===== config.mk =====
export PLATFORM = sky130hd
export DESIGN_NAME = piso_shift_register
export DESIGN_NICKNAME = d
export VERILOG_FILES = /design/src/rtl/piso_pkg.sv /design/src/rtl/piso_shift_register_bit_counter.sv /design/src/rtl/piso_shift_register.sv
export SDC_FILE = /design/constraint.sdc
export NUM_CORES = 1
export LEC_CHECK = 0
export BUFFER_PORTS_ARGS = -buffer_cell sky130_fd_sc_hd__buf_2
export CORE_MARGIN = 2
export CORE_UTILIZATION = 30
export DETAILED_ROUTE_END_ITERATION = 10
export GPL_TIMING_DRIVEN = 0
export HOLD_SLACK_MARGIN = 0.12
export PLACE_DENSITY = 0.52
export SYNTH_ARGS = -nofsm -noshare
export SYNTH_HDL_FRONTEND = slang
export SYNTH_HIERARCHICAL = 1
export SYNTH_SLANG_ARGS = --single-unit

===== constraint.sdc =====
create_clock -name clk -period 2.92 [get_ports clk]
set_input_delay 0.146 -clock clk [delete_from_list [all_inputs] [get_ports clk]]
set_output_delay 0.146 -clock clk [all_outputs]
set_load 0.01 [all_outputs]

===== src/rtl/piso_pkg.sv =====
// Shared types and helpers for the parallel-in serial-out transmitter.
// Optional build macro: PISO_PARITY_EN appends an even-parity bit to every word.
package piso_pkg;

    typedef enum logic {
        IDLE  = 1'b0,
        SHIFT = 1'b1
    } state_t;

`ifdef PISO_PARITY_EN
    localparam int PARITY_BITS = 1;
`else
    localparam int PARITY_BITS = 0;
`endif

    // Wide enough to hold BITS-1 for the parity build as well.
    function automatic int cnt_width(input int n);
        return $clog2(n + 2);
    endfunction

endpackage


===== src/rtl/piso_shift_register_bit_counter.sv =====
// Loadable down-counter that tracks the remaining bits of the word on the line.
// It saturates at zero and flags the last bit.
module piso_bit_counter #(
    parameter int WIDTH = 3
) (
    input  logic             clk,
    input  logic             reset_n,
    input  logic             load,
    input  logic [WIDTH-1:0] load_value,
    input  logic             enable,
    output logic [WIDTH-1:0] count,
    output logic             last
);

    logic [WIDTH-1:0] count_d;
    logic [WIDTH-1:0] count_q;

    always_comb begin
        count_d = count_q;
        if (load) begin
            count_d = load_value;
        end else if (enable && (count_q != '0)) begin
            count_d = count_q - WIDTH'(1);
        end
    end

    always_ff @(posedge clk or negedge reset_n) begin
        if (!reset_n) begin
            count_q <= '0;
        end else begin
            count_q <= count_d;
        end
    end

    assign count = count_q;
    assign last  = (count_q == '0);

endmodule


===== src/rtl/piso_shift_register.sv =====
// Parallel-in serial-out shift register with a valid/ready load port.
// Optional build macro: PISO_PARITY_EN sends an even-parity bit after the data bits.
module piso_shift_register
    import piso_pkg::*;
#(
    parameter int N         = 4,
    parameter int MSB_FIRST = 1
) (
    input  logic         clk,
    input  logic         reset_n,
    input  logic         load_valid,
    input  logic [N-1:0] load_data,
    output logic         load_ready,
    output logic         ser_out,
    output logic         ser_valid,
    output logic         busy,
    output logic         done
);

    localparam int BITS  = N + PARITY_BITS;
    localparam int CNT_W = cnt_width(N);
    localparam logic [CNT_W-1:0] FIRST_CNT = CNT_W'(BITS - 1);

    state_t         state_d, state_q;
    logic [N-1:0]   shift_d, shift_q;
    logic           ser_out_d, ser_out_q;
    logic           ser_valid_d, ser_valid_q;
    logic           busy_d, busy_q;
    logic           done_d, done_q;
    logic           cnt_load, cnt_en, cnt_last;
    logic [CNT_W-1:0] cnt;
    logic           accept;
`ifdef PISO_PARITY_EN
    logic           parity_d, parity_q;
`endif

    piso_bit_counter #(.WIDTH(CNT_W)) u_bit_counter (
        .clk        (clk),
        .reset_n    (reset_n),
        .load       (cnt_load),
        .load_value (FIRST_CNT),
        .enable     (cnt_en),
        .count      (cnt),
        .last       (cnt_last)
    );

    // Ready in IDLE and on the last bit, so a new word can follow without a gap.
    assign load_ready = (state_q == IDLE) || cnt_last;
    assign accept     = load_valid && load_ready;

    always_comb begin
        state_d     = state_q;
        shift_d     = shift_q;
        ser_out_d   = 1'b0;
        ser_valid_d = 1'b0;
        busy_d      = 1'b0;
        done_d      = 1'b0;
        cnt_load    = 1'b0;
        cnt_en      = 1'b0;
`ifdef PISO_PARITY_EN
        parity_d    = parity_q;
`endif
        if (accept) begin
            state_d     = SHIFT;
            cnt_load    = 1'b1;
            ser_valid_d = 1'b1;
            busy_d      = 1'b1;
            if (MSB_FIRST != 0) begin
                ser_out_d = load_data[N-1];
                shift_d   = {load_data[N-2:0], 1'b0};
            end else begin
                ser_out_d = load_data[0];
                shift_d   = {1'b0, load_data[N-1:1]};
            end
`ifdef PISO_PARITY_EN
            parity_d    = ^load_data;
`endif
        end else if (state_q == SHIFT) begin
            if (cnt_last) begin
                state_d = IDLE;
            end else begin
                cnt_en      = 1'b1;
                ser_valid_d = 1'b1;
                busy_d      = 1'b1;
                done_d      = (cnt == CNT_W'(1));
                if (MSB_FIRST != 0) begin
                    ser_out_d = shift_q[N-1];
                    shift_d   = {shift_q[N-2:0], 1'b0};
                end else begin
                    ser_out_d = shift_q[0];
                    shift_d   = {1'b0, shift_q[N-1:1]};
                end
`ifdef PISO_PARITY_EN
                if (cnt == CNT_W'(1)) begin
                    ser_out_d = parity_q;
                end
`endif
            end
        end
    end

    always_ff @(posedge clk or negedge reset_n) begin
        if (!reset_n) begin
            state_q     <= IDLE;
            shift_q     <= '0;
            ser_out_q   <= 1'b0;
            ser_valid_q <= 1'b0;
            busy_q      <= 1'b0;
            done_q      <= 1'b0;
`ifdef PISO_PARITY_EN
            parity_q    <= 1'b0;
`endif
        end else begin
            state_q     <= state_d;
            shift_q     <= shift_d;
            ser_out_q   <= ser_out_d;
            ser_valid_q <= ser_valid_d;
            busy_q      <= busy_d;
            done_q      <= done_d;
`ifdef PISO_PARITY_EN
            parity_q    <= parity_d;
`endif
        end
    end

    assign ser_out   = ser_out_q;
    assign ser_valid = ser_valid_q;
    assign busy      = busy_q;
    assign done      = done_q;

endmodule


Word level (Yosys, flattened, before mapping)
Cells that the tools add are included.
Widths: inputs -> output; s select.
{"block": "word_totals", "reg_bits": 10, "in_bits": 7, "out_inout_bits": 5, "word_cells": 33}
{"block": "classes", "add_sub_neg": 1, "n_eq_ne": 2, "mux": 16, "bitwise_logic": 1, "n_reduce_logical": 8}
{"operator": "$mux 4", "count": 3}
{"operator": "$mux 1", "count": 11}
{"operator": "$mux 3", "count": 2}
{"operator": "$reduce_bool 2->1", "count": 2}
{"operator": "$eq 3x1->1 const B", "count": 1}
{"operator": "$logic_not 3->1", "count": 1}
{"operator": "$reduce_bool 3->1", "count": 1}
{"operator": "$sub 3x1->3 const B", "count": 1}
{"operator": "$logic_and 1x1->1", "count": 2}
{"operator": "$ne 2x1->1 const B", "count": 1}
{"operator": "$reduce_and 2->1", "count": 1}
{"operator": "$logic_or 1x1->1", "count": 1}
{"operator": "$not 1->1", "count": 1}

Depth between registers and ports, before layout
Gate-level depths: netlist of the first run.
{"block": "depth", "depth_word": 7, "mapped_depth": 9, "ltp_nobuf": 7}

Modules after synthesis
Netlist of the first run, hierarchy kept.
{"module": "piso_shift_register", "n_inst": 1, "cells_each": 24, "area_per_inst_um2": 286.5}
{"module": "piso_bit_counter", "n_inst": 1, "cells_each": 19, "area_per_inst_um2": 207.7}

Worst setup path before layout of the first run
Ideal clock, no wire load.
{"block": "synth_timing", "path_kind": "register -> register", "from": "register u_bit_counter.count_q[0] (netlist: u_bit_counter/count[0])", "to": "register u_bit_counter.count_q[0] (netlist: u_bit_counter/count[0])", "setup_time_ns": 0.126, "arrival_ns": 1.798, "required_ns": 2.794, "slack_ns": 0.996, "stages_incl_launch_ff": 10, "n_path_buf": 2, "path_cell_list": "dfrtp_1 -> inv_1 -> ha_1 -> ha_1 -> nand2b_1 -> buf_2 -> and2_2 -> buf_6 -> and2b_4 -> a221o_1"}
{"block": "synth_via", "elab_chain_len": 6, "word_cells_on_any_way": 13, "cone_classes": "1 x add/sub; 6 x mux; 6 x reduce/logical"}
{"element": "start: declaration", "line_no": "piso_shift_register_bit_counter.sv:16", "source": "logic [WIDTH-1:0] count_q;"}
{"element": "start signal: assignment", "line_no": "piso_shift_register_bit_counter.sv:31", "source": "count_q <= count_d;"}
{"element": "$logic_not 3->1 *", "line_no": "piso_shift_register_bit_counter.sv:36", "source": "assign last = (count_q == '0);"}
{"element": "named net cnt_last", "line_no": "piso_shift_register.sv:30", "source": "logic cnt_load, cnt_en, cnt_last;"}
{"element": "$logic_or 1x1->1 *", "line_no": "piso_shift_register.sv:48", "source": "assign load_ready = (state_q == IDLE) || cnt_last;"}
{"element": "named net load_ready", "line_no": "piso_shift_register.sv:13", "source": "output logic load_ready,"}
{"element": "$logic_and 1x1->1 *", "line_no": "piso_shift_register.sv:49", "source": "assign accept = load_valid && load_ready;"}
{"element": "named net accept", "line_no": "piso_shift_register.sv:32", "source": "logic accept;"}
{"element": "$mux 1", "line_no": "piso_shift_register.sv:63", "source": "if (accept) begin"}
{"element": "$logic_and 1x1->1", "line_no": "piso_shift_register_bit_counter.sv:22", "source": "end else if (enable && (count_q != '0)) begin"}
{"element": "$reduce_bool 2->1 (no source line)"}
The timed path passes the listed nets; every way through them passes the cells marked *. The select of a mux whose other input is x is not followed.
A chain may end at the register's enable or synchronous reset.

Worst setup path after layout of the first run
{"block": "layout_timing", "from": "register u_bit_counter.count_q[0] (netlist: u_bit_counter/count[0])", "to": "register u_bit_counter.count_q[2] (netlist: u_bit_counter/count[2])"}
{"block": "layout_via", "elab_chain_len": 6, "word_cells_on_any_way": 13, "cone_classes": "1 x add/sub; 6 x mux; 6 x reduce/logical"}
{"element": "$logic_not 3->1 *", "line_no": "piso_shift_register_bit_counter.sv:36"}
{"element": "named net cnt_last", "line_no": "piso_shift_register.sv:30"}
{"element": "$logic_or 1x1->1 *", "line_no": "piso_shift_register.sv:48"}
{"element": "$logic_and 1x1->1 *", "line_no": "piso_shift_register.sv:49"}
{"element": "named net accept", "line_no": "piso_shift_register.sv:32"}
{"element": "$mux 1", "line_no": "piso_shift_register.sv:63"}
{"element": "$logic_and 1x1->1", "line_no": "piso_shift_register_bit_counter.sv:22"}
{"element": "$reduce_bool 2->1 (no source line)"}
Marked as above.

==> summary.md, run 1 <==
| Metric | Value |
|---|---|
| Status | finished, final reports clean |
| Drt drc | 0 |
| Compound-Gate Fraction of Synth Area | 7.089% |
| Worst-skew pair later-pin latency | 0.25 ns |
| Async set-reset flop share out of synthesis | 100.0% |
| Max-slew violations | 0 |
| Worst Slack Setup Final | 0.8040 ns |
| Routed via count | 359 |
| Netlist Area Pre-Place | 494.2 µm² |
| Crit. End Element | register |
| Comb pwr share | 53.7% |
| CP Cell Sequence | inv_1, ha_1, ha_1, nand2b_1, buf_2, and2_2, buf_6, nor4b_1, a221o_1 |
| Ports | 12 |
| Post-synthesis xor/xnor area fraction | 0% |
| CP max FO | 9 |
| Global-route wire length before repair | 1428 µm |
| Crit-path max cell delay | 0.40 ns |
| Worst path slowest cell | dfrtp_1 |
| WL final | 795 µm |
| Clock Skew | 0.001385 ns |
| DR vias/cell | 4.724 |
| Largest net degree at the start of global routing | 10 |
| WHS | 0.1470 ns |
| Clock buffer depth | 2 |
| Final core utilization | 39.98% |
| Top FF cell, synth | dfrtp_1 |
| TritonCTS buffer count | 3 |
| Pwr dens | 1083 nW/µm² |
| Register area share after synthesis | 45.57% |
| Ant diodes | 0 |
| Cells after Synth | 43 |
| Post-synthesis sequential element count | 9 |
| Synth Area in Simple Gates | 21.77% |
| DR iter-0 viols | 7 |
| Vias in the first global route | 349 |
| CTS tree | yes |
| Mux cell area share after synthesis | 11.14% |
| Detailed placement HPWL | 612.7 µm |
| Pint | 0.4230 mW |
| Final setup vio count | 0 |
| GPL Wtd Cong | 0.6959 |
| Clock power share | 13.9% |
| Most numerous cell on the critical path | ha_1 |
| Nets | 70 |
| Main combinational cell family by area after synthesis | simple AND/OR/NAND/NOR gates |
| Tcrit/Tclk final | 72.46% |
| Die H | 44.59 µm |
| Post-synth EDFFs | 0 |
| CTS resizes | 0 |
| Port Buf Inserts | 11 |
| VDD IR max | 0.4617 mV |
| Post-Synth Adder-Cell Area | 5.063% |
| Commonest non-fill, non-tap cell in the layout | buf_2 |
| Hold Path Class | primary input to register |
| Initial Util | 32.43% |
| WP data required | 3.11 ns |
| H-tree levels | 1 |
| Max Clk Rate | 472.6 MHz |
| Share of cells above drive strength 1 | 38.33% |
| Global-route usage over all layers | 10.19% |
| Total Power | 0.6601 mW |
| Mean area per synthesized cell | 11.49 µm² |
| Critical path class | register to register |
| FP Rows | 14 |
| Worst Path Arrival | 2.31 ns |
| Die area | 1988 µm² |
| Dpl ws | 0.8578 ns |
| Wire per inst | 10.46 µm |
| Net Sw Frac | 35.92% |
| Switching power total | 0.2371 mW |
| Area of the core | 1524 µm² |
| Unrepaired setup endpoints after global routing | false |
| Part of the power in registers | 32.4% |
| Final setup TNS | 0 ns |
| Tmin final | 2.116 ns |
| Yosys cell types | 22 |
| Root Buffer | clkbuf_4 |
| Drt pass-1 iters | 2 |
| Final Hold Fails | 0 |
| YS warnings | 6 |
| Chip Width | 44.59 µm |
| Area Overhead vs Synth | 23.29% |
| Maxcap violations | 0 |
| Gr ovfl total | 0 |
| Most frequent cells in the layout | buf_2 (12), dfrtp_1 (9), inv_1 (4) |
| Setup crit start kind | register |
| ANT nets after route | 0 |
| Clk sinks | 9 |
| P_leak | 0.3034 nW |
| Antenna violations before repair | 0 |
| Clock transition at the registers of the reported paths | 0.06 ns |
[stage by stage]
step                instances  area (µm²)
floorplan                  44       498.0
global placement           71       573.1
detailed placement         71       573.1
CTS                        76       609.3
global route               76       609.3
finish                     76       609.3
[power by group through the flow]
stage          clock (mW)  combinational, mW  sequential [mW]
6_report           0.0919              0.355            0.214
4_1_cts            0.0986              0.357            0.215
3_3_place_gp            0              0.351            0.217
3_5_place_dp            0              0.354            0.217
5_1_grt             0.105              0.387            0.222
2_1_floorplan           0              0.267            0.217
[critical path, delay by kind of cell, from the launching register on]
family	cells	cell delay (ns)
buffers and inverters	3	0.35
adders and majority gates	2	0.43
DFF	1	0.40
AOI/OAI and AO/OA	1	0.16
and+or+nand+nor	3	0.69
[logic make-up after synthesis]
logic type | after synthesis
AOI/OAI and AO/OA | 4
adders and majority gates | 2
buffers and inverters | 7
DFF | 9
muxes | 5
other | 2
and+or+nand+nor | 14
[final timing paths]
kind / slack (ns) / end / depth (start not counted) / from
setup / recovery: 0.80 / u_bit_counter/count[2] / 9 / u_bit_counter/count[0]
setup reg to reg: 0.80 / u_bit_counter/count[2] / 9 / u_bit_counter/count[0]
min in group asynchronous: 0.27 / busy / 2 / reset_n
max in group asynchronous: 2.47 / shift_q[3] / 2 / reset_n
hold / removal: 0.15 / ser_out / 3 / load_data[3]
hold reg to reg: 0.47 / done / 1 / u_bit_counter/count[1]
[area by class of cell]
cell class,count,area (µm²)
Buffer,3,23.77
Clock buffer,4,26.28
Fill cell,161,914.6
Inverter,4,15.01
Multi-Input combinational cell,28,234.0
Sequential cell,9,225.2
Tap cell,16,20.02
Timing Repair Buffer,12,65.06
[registers in the layout, indices dropped and copies added (netlist names)]
signal               flops
busy                     1
done                     1
ser_out                  1
shift_q                  3
u_bit_counter/count      3
[Yosys cell counts, drive strengths merged, types with 2 or more instances]
master / number / area (µm²)
ha: 2 / 25.02
mux2: 4 / 45.04
dfrtp: 9 / 225.2
nor2b: 2 / 12.51
nand2b: 3 / 21.27
conb: 2 / 7.510
nor4b: 4 / 41.29
a221o: 3 / 30.03
buf: 3 / 23.77
inv: 4 / 15.01
[metal layers]
layer  GRT usage, %  vias to the layer above  wire length, µm  part of all wire [%]
li1               -                      181                -                     -
met1          11.56                      171              389                    49
met2          15.65                        7              365                    46
met3          6.122                        0               40                   5.0
met4          3.636                        0                0                     0
met5              0                        -                0                     0
[repair_timing]
item	4_1_cts	5_1_grt
hold buffers	1	0
endpoints found under the hold margin	9	0
buffers inserted	0	0
Note: power is estimated with default switching activity, not from simulation.
==> inputs of run 2 (changes only) <==
--- a/config.mk
+++ b/config.mk
@@ -5,6 +5,7 @@
 export SDC_FILE = /design/constraint.sdc
 export NUM_CORES = 1
 export LEC_CHECK = 0
+export ABC_AREA = 1
 export BUFFER_PORTS_ARGS = -buffer_cell sky130_fd_sc_hd__buf_2
 export CORE_MARGIN = 2
 export CORE_UTILIZATION = 30
==> constraint.sdc (replaced) <==
create_clock -name clk -period 2.06 [get_ports clk]
set_input_delay 0.103 -clock clk [delete_from_list [all_inputs] [get_ports clk]]
set_output_delay 0.103 -clock clk [all_outputs]
set_load 0.01 [all_outputs]
==> summary.md, run 2 <==
| Metric | Value |
|---|---|
| Status | finished, final reports clean |
| Largest net degree at the start of global routing | 11 (+1) |
| Post-synth top area share | 47.00% (+1.4 points) |
| Detailed placement HPWL | 669.1 µm (+9.2%) |
| Hold path depth | 3 (unchanged) |
| Post-synth top cells | nand2_1 (17), nand3_1 (11), dfrtp_1 (9), inv_1 (9), o21ai_0 (3) |
| Unrepaired setup endpoints after global routing | false |
| Critical path class | register to register |
| Gr ovfl total | 0 (unchanged) |
| Most common cell in the netlist | nand2_1 |
| Internal reg-to-reg setup slack | 0.41 ns (-0.40 ns) |
| Dominant cell type by area after synthesis | dfrtp_1 |
| Nets | 92 (+31%) |
| R2R depth | 11 (+2) |
| H-tree levels | 1 (unchanged) |
| Wire per inst | 9.133 µm (-13%) |
| Drt drc | 0 (unchanged) |
| Post CTS Setup Buffer Count | 0 (unchanged) |
| Clock Skew | 0.0003724 ns (-0.001012 ns) |
| Tcrit/Tclk final | 80.23% (+7.8 points) |
| Worst-skew pair later-pin latency | 0.26 ns (about the same) |
| Synth area leaders | dfrtp_1 (47%), nand2_1 (13%), nand3_1 (11%) |
| Yosys cell types | 14 (-36%) |
| Drt pass-1 iters | 4 (+2) |
| Placed insts | 89 (+25%) |
| P_leak | 0.3548 nW (+17%) |
| Async set-reset flop share out of synthesis | 100.0% (unchanged) |
| Worst hold start | load_valid |
| Sequential Area | 225.2 µm² (unchanged) |
| Root Buffer | clkbuf_4 |
| Commonest non-fill, non-tap cell in the layout | nand2_1 |
| ANT nets after route | 0 (unchanged) |
| Multi-input gate area | 209.0 µm² (-11%) |
| R2R Path End | u_bit_counter/count[0] |
| Register area share after synthesis | 47.00% (+1.4 points) |
| VDD IR max | 0.4945 mV (+7.1%) |
| Netlist Area Pre-Place | 479.2 µm² (-3.0%) |
| CTS tree | yes |
| Most frequent cells in the layout | nand2_1 (17), nand3_1 (11), buf_2 (11) |
| Pwr dens | 1432 nW/µm² (+32%) |
| Final setup TNS | 0 ns (unchanged) |
| Global-route usage over all layers | 12.14% (+2.0 points) |
| Post-synth EDFFs | 0 (unchanged) |
| Area of the core | 1506 µm² (-1.1%) |
| Cells after Synth | 61 (+42%) |
| Crit. End Element | register |
| Initial Util | 31.81% (-0.62 points) |
| Port Buf Inserts | 11 (unchanged) |
| Clk sinks | 9 (unchanged) |
| Die H | 43.97 µm (-1.4%) |
| Area Overhead vs Synth | 32.38% |
| DR vias/cell | 4.245 (-10%) |
| Tmin final | 1.653 ns (-0.4633 ns) |
| DR iter-0 viols | 8 (+1) |
| Fillers | 148 (-8.1%) |
| Routed via count | 416 (+16%) |
| GPL Wtd Cong | 0.7265 (+4.4%) |
| Die area | 1933 µm² (-2.8%) |
| Share of cells above drive strength 1 | 25.61% (-13 points) |
| TritonCTS buffer count | 3 (unchanged) |
| Ant diodes | 0 (unchanged) |
| Chip Width | 43.97 µm (-1.4%) |
| Hold EP | shift_q[1] |
| CP max FO | 10 (+1) |
| Global-route wire length before repair | 1628 µm (+14%) |
| Vias in the first global route | 398 (+14%) |
| Post-synthesis sequential element count | 9 (unchanged) |
| Top FF cell, synth | dfrtp_1 |
| Final Hold Fails | 0 (unchanged) |
| Antenna violations before repair | 0 (unchanged) |
| Setup crit start kind | register |
| Hold Path Class | primary input to register |
| Mean area per synthesized cell | 7.856 µm² (-32%) |
| YS warnings | 6 (unchanged) |
| FP Rows | 14 (unchanged) |
| Clock transition at the registers of the reported paths | 0.06 ns (about the same) |
| WL final | 895 µm (+13%) |
| R2r startpoint | u_bit_counter/count[0] |
| WP data required | 2.21 ns (-0.90 ns) |
| Max-slew violations | 0 (unchanged) |
| Clock buffer depth | 2 (unchanged) |
| Worst Path Arrival | 1.80 ns (-0.51 ns) |
| Ports | 12 (unchanged) |
| Max Clk Rate | 605.1 MHz (+28%) |
| Final setup vio count | 0 (unchanged) |
| Non-filler cells, final | 98 (+29%) |
| Maxcap violations | 0 (unchanged) |
==> run 2: how the worst max path moves through the flow <==
stage                                   endpoint  cells after the start              startpoint  slack (ns)
after global routing      u_bit_counter/count[0]                     11  u_bit_counter/count[0]        0.22
after CTS                 u_bit_counter/count[0]                     11  u_bit_counter/count[0]        0.39
after floorplan           u_bit_counter/count[2]                     11  u_bit_counter/count[0]        0.56
after detailed placement  u_bit_counter/count[0]                     11  u_bit_counter/count[0]        0.40
final                     u_bit_counter/count[0]                     11  u_bit_counter/count[0]        0.41
after global placement    u_bit_counter/count[1]                     11  u_bit_counter/count[0]        0.40
==> run 2: what timing repair did <==
action                    4_1_cts  5_1_grt
gates resized for setup         0        0
hold endpoints to repair       13        0
hold buffers                    5        0
==> run 2: layout make-up <==
cell class | instances | area share (%)
Clock buffer | 4 | 4.142
Buffer | 1 | 1.183
Timing Repair Buffer | 16 | 16.57
Multi-Input combinational cell | 41 | 32.94
Tap cell | 16 | 3.156
Inverter | 11 | 6.509
Sequential cell | 9 | 35.50
==> run 2: cell families after synthesis <==
logic type	after synthesis	synth area share [%]
simple gates	32	31.85
compound gates	4	4.176
other cells	2	1.567
flops	9	47.00
fa+ha+maj	2	5.221
buf+inv	12	10.18
==> run 2: power by group <==
part | leakage [nW] | internal [mW] | switching [mW] | total [mW]
Clock | 0.0150 | 0.0748 | 0.0638 | 0.139
Combinational | 0.227 | 0.181 | 0.285 | 0.466
Sequential | 0.113 | 0.253 | 0.0508 | 0.304
==> run 2: stage by stage <==
stage	instance area, µm²	worst slack, ns	hold slack (ns)	total power [mW]	utilization, %
after floorplan	483.0	0.5623	-0.1926	0.6504	-
after global placement	558.0	0.4005	-0.03378	0.7665	37.04
after detailed placement	558.0	0.4036	-0.03029	0.7726	37.04
after CTS	634.4	0.3938	0.1242	0.9273	42.11
after global routing	634.4	0.2219	0.1511	1.021	42.11
final	634.4	0.4073	0.1328	0.9086	42.11
==> run 2: critical path, cell delays in order (launching register included) <==
cell and delay (ns):
dfrtp_1 0.38, inv_1 0.06, ha_1 0.19, ha_1 0.22, inv_1 0.10, nand2_4 0.09, nand2_1 0.11, inv_1 0.11
inv_2 0.10, nand2_2 0.07, nand2_1 0.07, nand2_1 0.05
==> run 2: routing by layer <==
| metal | up-vias | share of wire (%) | track usage, % | routed length (µm) |
|---|---|---|---|---|
| li1 | 230 | - | - | - |
| met1 | 177 | 47 | 12.82 | 424 |
| met2 | 9 | 49 | 19.12 | 442 |
| met3 | 0 | 3.2 | 3.750 | 29 |
| met4 | 0 | 0 | 10.91 | 0 |
| met5 | - | 0 | 0 | 0 |
==> inputs of run 3 (changes only) <==
==> constraint.sdc (replaced) <==
create_clock -name clk -period 1.63 [get_ports clk]
set_input_delay 0.0815 -clock clk [delete_from_list [all_inputs] [get_ports clk]]
set_output_delay 0.0815 -clock clk [all_outputs]
set_load 0.01 [all_outputs]
==> summary.md, run 3 (synthesis results as in run 2) <==
| Metric | Value |
|---|---|
| FP Rows | 14 (unchanged) |
| CTS tree | yes |
| Final core utilization | 43.60% (+1.5 points) |
| Routed via count | 425 (+2.2%) |
| Ant diodes | 0 (unchanged) |
| Worst path slowest cell | dfrtp_1 |
| Die area | 1933 µm² (unchanged) |
| Internal reg-to-reg setup slack | 0.16 ns (-0.25 ns) |
| Antenna violations before repair | 0 (unchanged) |
| Unrepaired setup endpoints after global routing | false |
| ANT nets after route | 0 (unchanged) |
| Hold Path Class | primary input to asynchronous set/reset pin |
| Ports | 12 (unchanged) |
| Root Buffer | clkbuf_4 |
| Pwr dens | 1816 nW/µm² (+27%) |
| DR vias/cell | 4.250 (+0.12%) |
| Final setup vio count | 0 (unchanged) |
| Area of the core | 1506 µm² (unchanged) |
| Tmin final | 1.473 ns (-0.1794 ns) |
| Clock transition at the registers of the reported paths | 0.06 ns (about the same) |
| Global-route usage over all layers | 12.74% (+0.60 points) |
| Most frequent cells in the layout | nand2_1 (16), nand3_1 (11), buf_2 (11) |
| GPL Wtd Cong | 0.7265 (unchanged) |
| Wire per inst | 9.740 µm (+6.7%) |
| Gr ovfl total | 0 (unchanged) |
| Setup crit start kind | register |
| Port Buf Inserts | 11 (unchanged) |
| CP max FO | 10 (unchanged) |
| Clock Skew | 0.0008435 ns (+0.0004712 ns) |
| Worst Path Arrival | 1.63 ns (-0.17 ns) |
| CP Cell Sequence | inv_1, ha_1, ha_2, inv_2, nand2_4, nand2_2, inv_2, inv_2, nand2_2, nand2_1, nand2_1 |
| WL final | 974 µm (+8.8%) |
| Maxcap violations | 0 (unchanged) |
| Fillers | 147 (-0.68%) |
| Global-route wire length before repair | 1718 µm (+5.5%) |
| Share of cells above drive strength 1 | 30.95% (+5.3 points) |
| H-tree levels | 1 (unchanged) |
| Chip Width | 43.97 µm (unchanged) |
| Clock buffer depth | 2 (unchanged) |
| Final Hold Fails | 0 (unchanged) |
| Non-filler cells, final | 100 (+2.0%) |
| Drt drc | 0 (unchanged) |
| TritonCTS buffer count | 3 (unchanged) |
| WP data required | 1.78 ns (-0.43 ns) |
| Crit. End Element | register |
| Critical path class | register to register |
| VDD IR max | 0.6167 mV (+25%) |
| P_leak | 0.3605 nW (+1.6%) |
| DR iter-0 viols | 7 (-1) |
| Drt pass-1 iters | 4 (unchanged) |
| Die H | 43.97 µm (unchanged) |
| Max-slew violations | 0 (unchanged) |
| Detailed placement HPWL | 669.1 µm (unchanged) |
| Area Overhead vs Synth | 37.08% |
| Status | finished, final reports clean |
| R2R Path End | u_bit_counter/count[0] |
| Vias in the first global route | 416 (+4.5%) |
| Most numerous cell on the critical path | inv_2 |
| Clk sinks | 9 (unchanged) |
| Initial Util | 31.81% (unchanged) |
| Multi-input gate area | 214.0 µm² (+2.4%) |
| Final setup TNS | 0 ns (unchanged) |
| Sequential Area | 225.2 µm² (unchanged) |
| Placed insts | 89 (unchanged) |
| Worst-skew pair later-pin latency | 0.26 ns (about the same) |
| Nets | 94 (+2.2%) |
| Crit path capture | u_bit_counter/count[0] |
| R2R depth | 11 (unchanged) |
| Max Clk Rate | 678.8 MHz (+12%) |
| Commonest non-fill, non-tap cell in the layout | nand2_1 |
| Crit path from | u_bit_counter/count[0] |
| Tcrit/Tclk final | 90.39% (+10 points) |
| Crit-path max cell delay | 0.35 ns (-0.03 ns) |
| R2r startpoint | u_bit_counter/count[0] |
| Largest net degree at the start of global routing | 11 (unchanged) |
run 3: final cells by class:
class,count,area share (%)
Buffer,1,1.143
Tap cell,16,3.048
Multi-Input combinational cell,41,32.57
Clock buffer,4,4.000
Sequential cell,9,34.29
Inverter,11,6.286
Timing Repair Buffer,18,18.67
run 3: worst min-delay path by stage:
| stage | from | end | slack (ns) | cells past startpoint |
|---|---|---|---|---|
| final | reset_n | done | 0.19 | 2 |
| after global routing | reset_n | done | 0.19 | 2 |
| after CTS | reset_n | done | 0.20 | 2 |
| after detailed placement | reset_n | shift_q[3] | -0.05 | 1 |
| after global placement | reset_n | ser_out | -0.06 | 1 |
| after floorplan | reset_n | busy | -0.21 | 0 |
run 3: critical path: cells and delay by family (launching register included):
kind | cells | cell delay [ns]
buf+inv | 4 | 0.27
fa+ha+maj | 2 | 0.38
simple gates | 5 | 0.37
flops | 1 | 0.35
run 3: what timing repair did:
action / CTS / global route
hold endpoints to repair: 14 / 0
pin swaps: 0 / 0
setup buffers: 1 / 0
hold buffers: 6 / 0
endpoints found under the setup margin: 3 / 3
gates resized for setup: 0 / 4
run 3: report_power, final:
| part | internal, mW | switching (mW) | total [mW] |
|---|---|---|---|
| Combinational | 0.254 | 0.382 | 0.636 |
| Sequential | 0.320 | 0.0607 | 0.381 |
| Clock | 0.0945 | 0.0811 | 0.176 |
run 3: metrics by stage:
step / total power, mW / hold WS, ns / setup slack [ns] / instance area, µm²
6_report: 1.193 / 0.1948 / 0.1567 / 656.9
5_1_grt: 1.334 / 0.1945 / 0.004265 / 656.9
4_1_cts: 1.192 / 0.2000 / 0.008774 / 651.9
3_5_place_dp: 0.9764 / -0.05179 / -0.02636 / 558.0
3_3_place_gp: 0.9687 / -0.05528 / -0.02947 / 558.0
2_1_floorplan: 0.8220 / -0.2141 / 0.1323 / 483.0
run 3: metal layers:
| layer | wire length, µm | track usage [%] | up-vias |
|---|---|---|---|
| li1 | - | - | 232 |
| met1 | 452 | 13.59 | 186 |
| met2 | 495 | 20.29 | 7 |
| met3 | 25 | 3.750 | 0 |
| met4 | 0 | 10.91 | 0 |
| met5 | 0 | 0 | - |
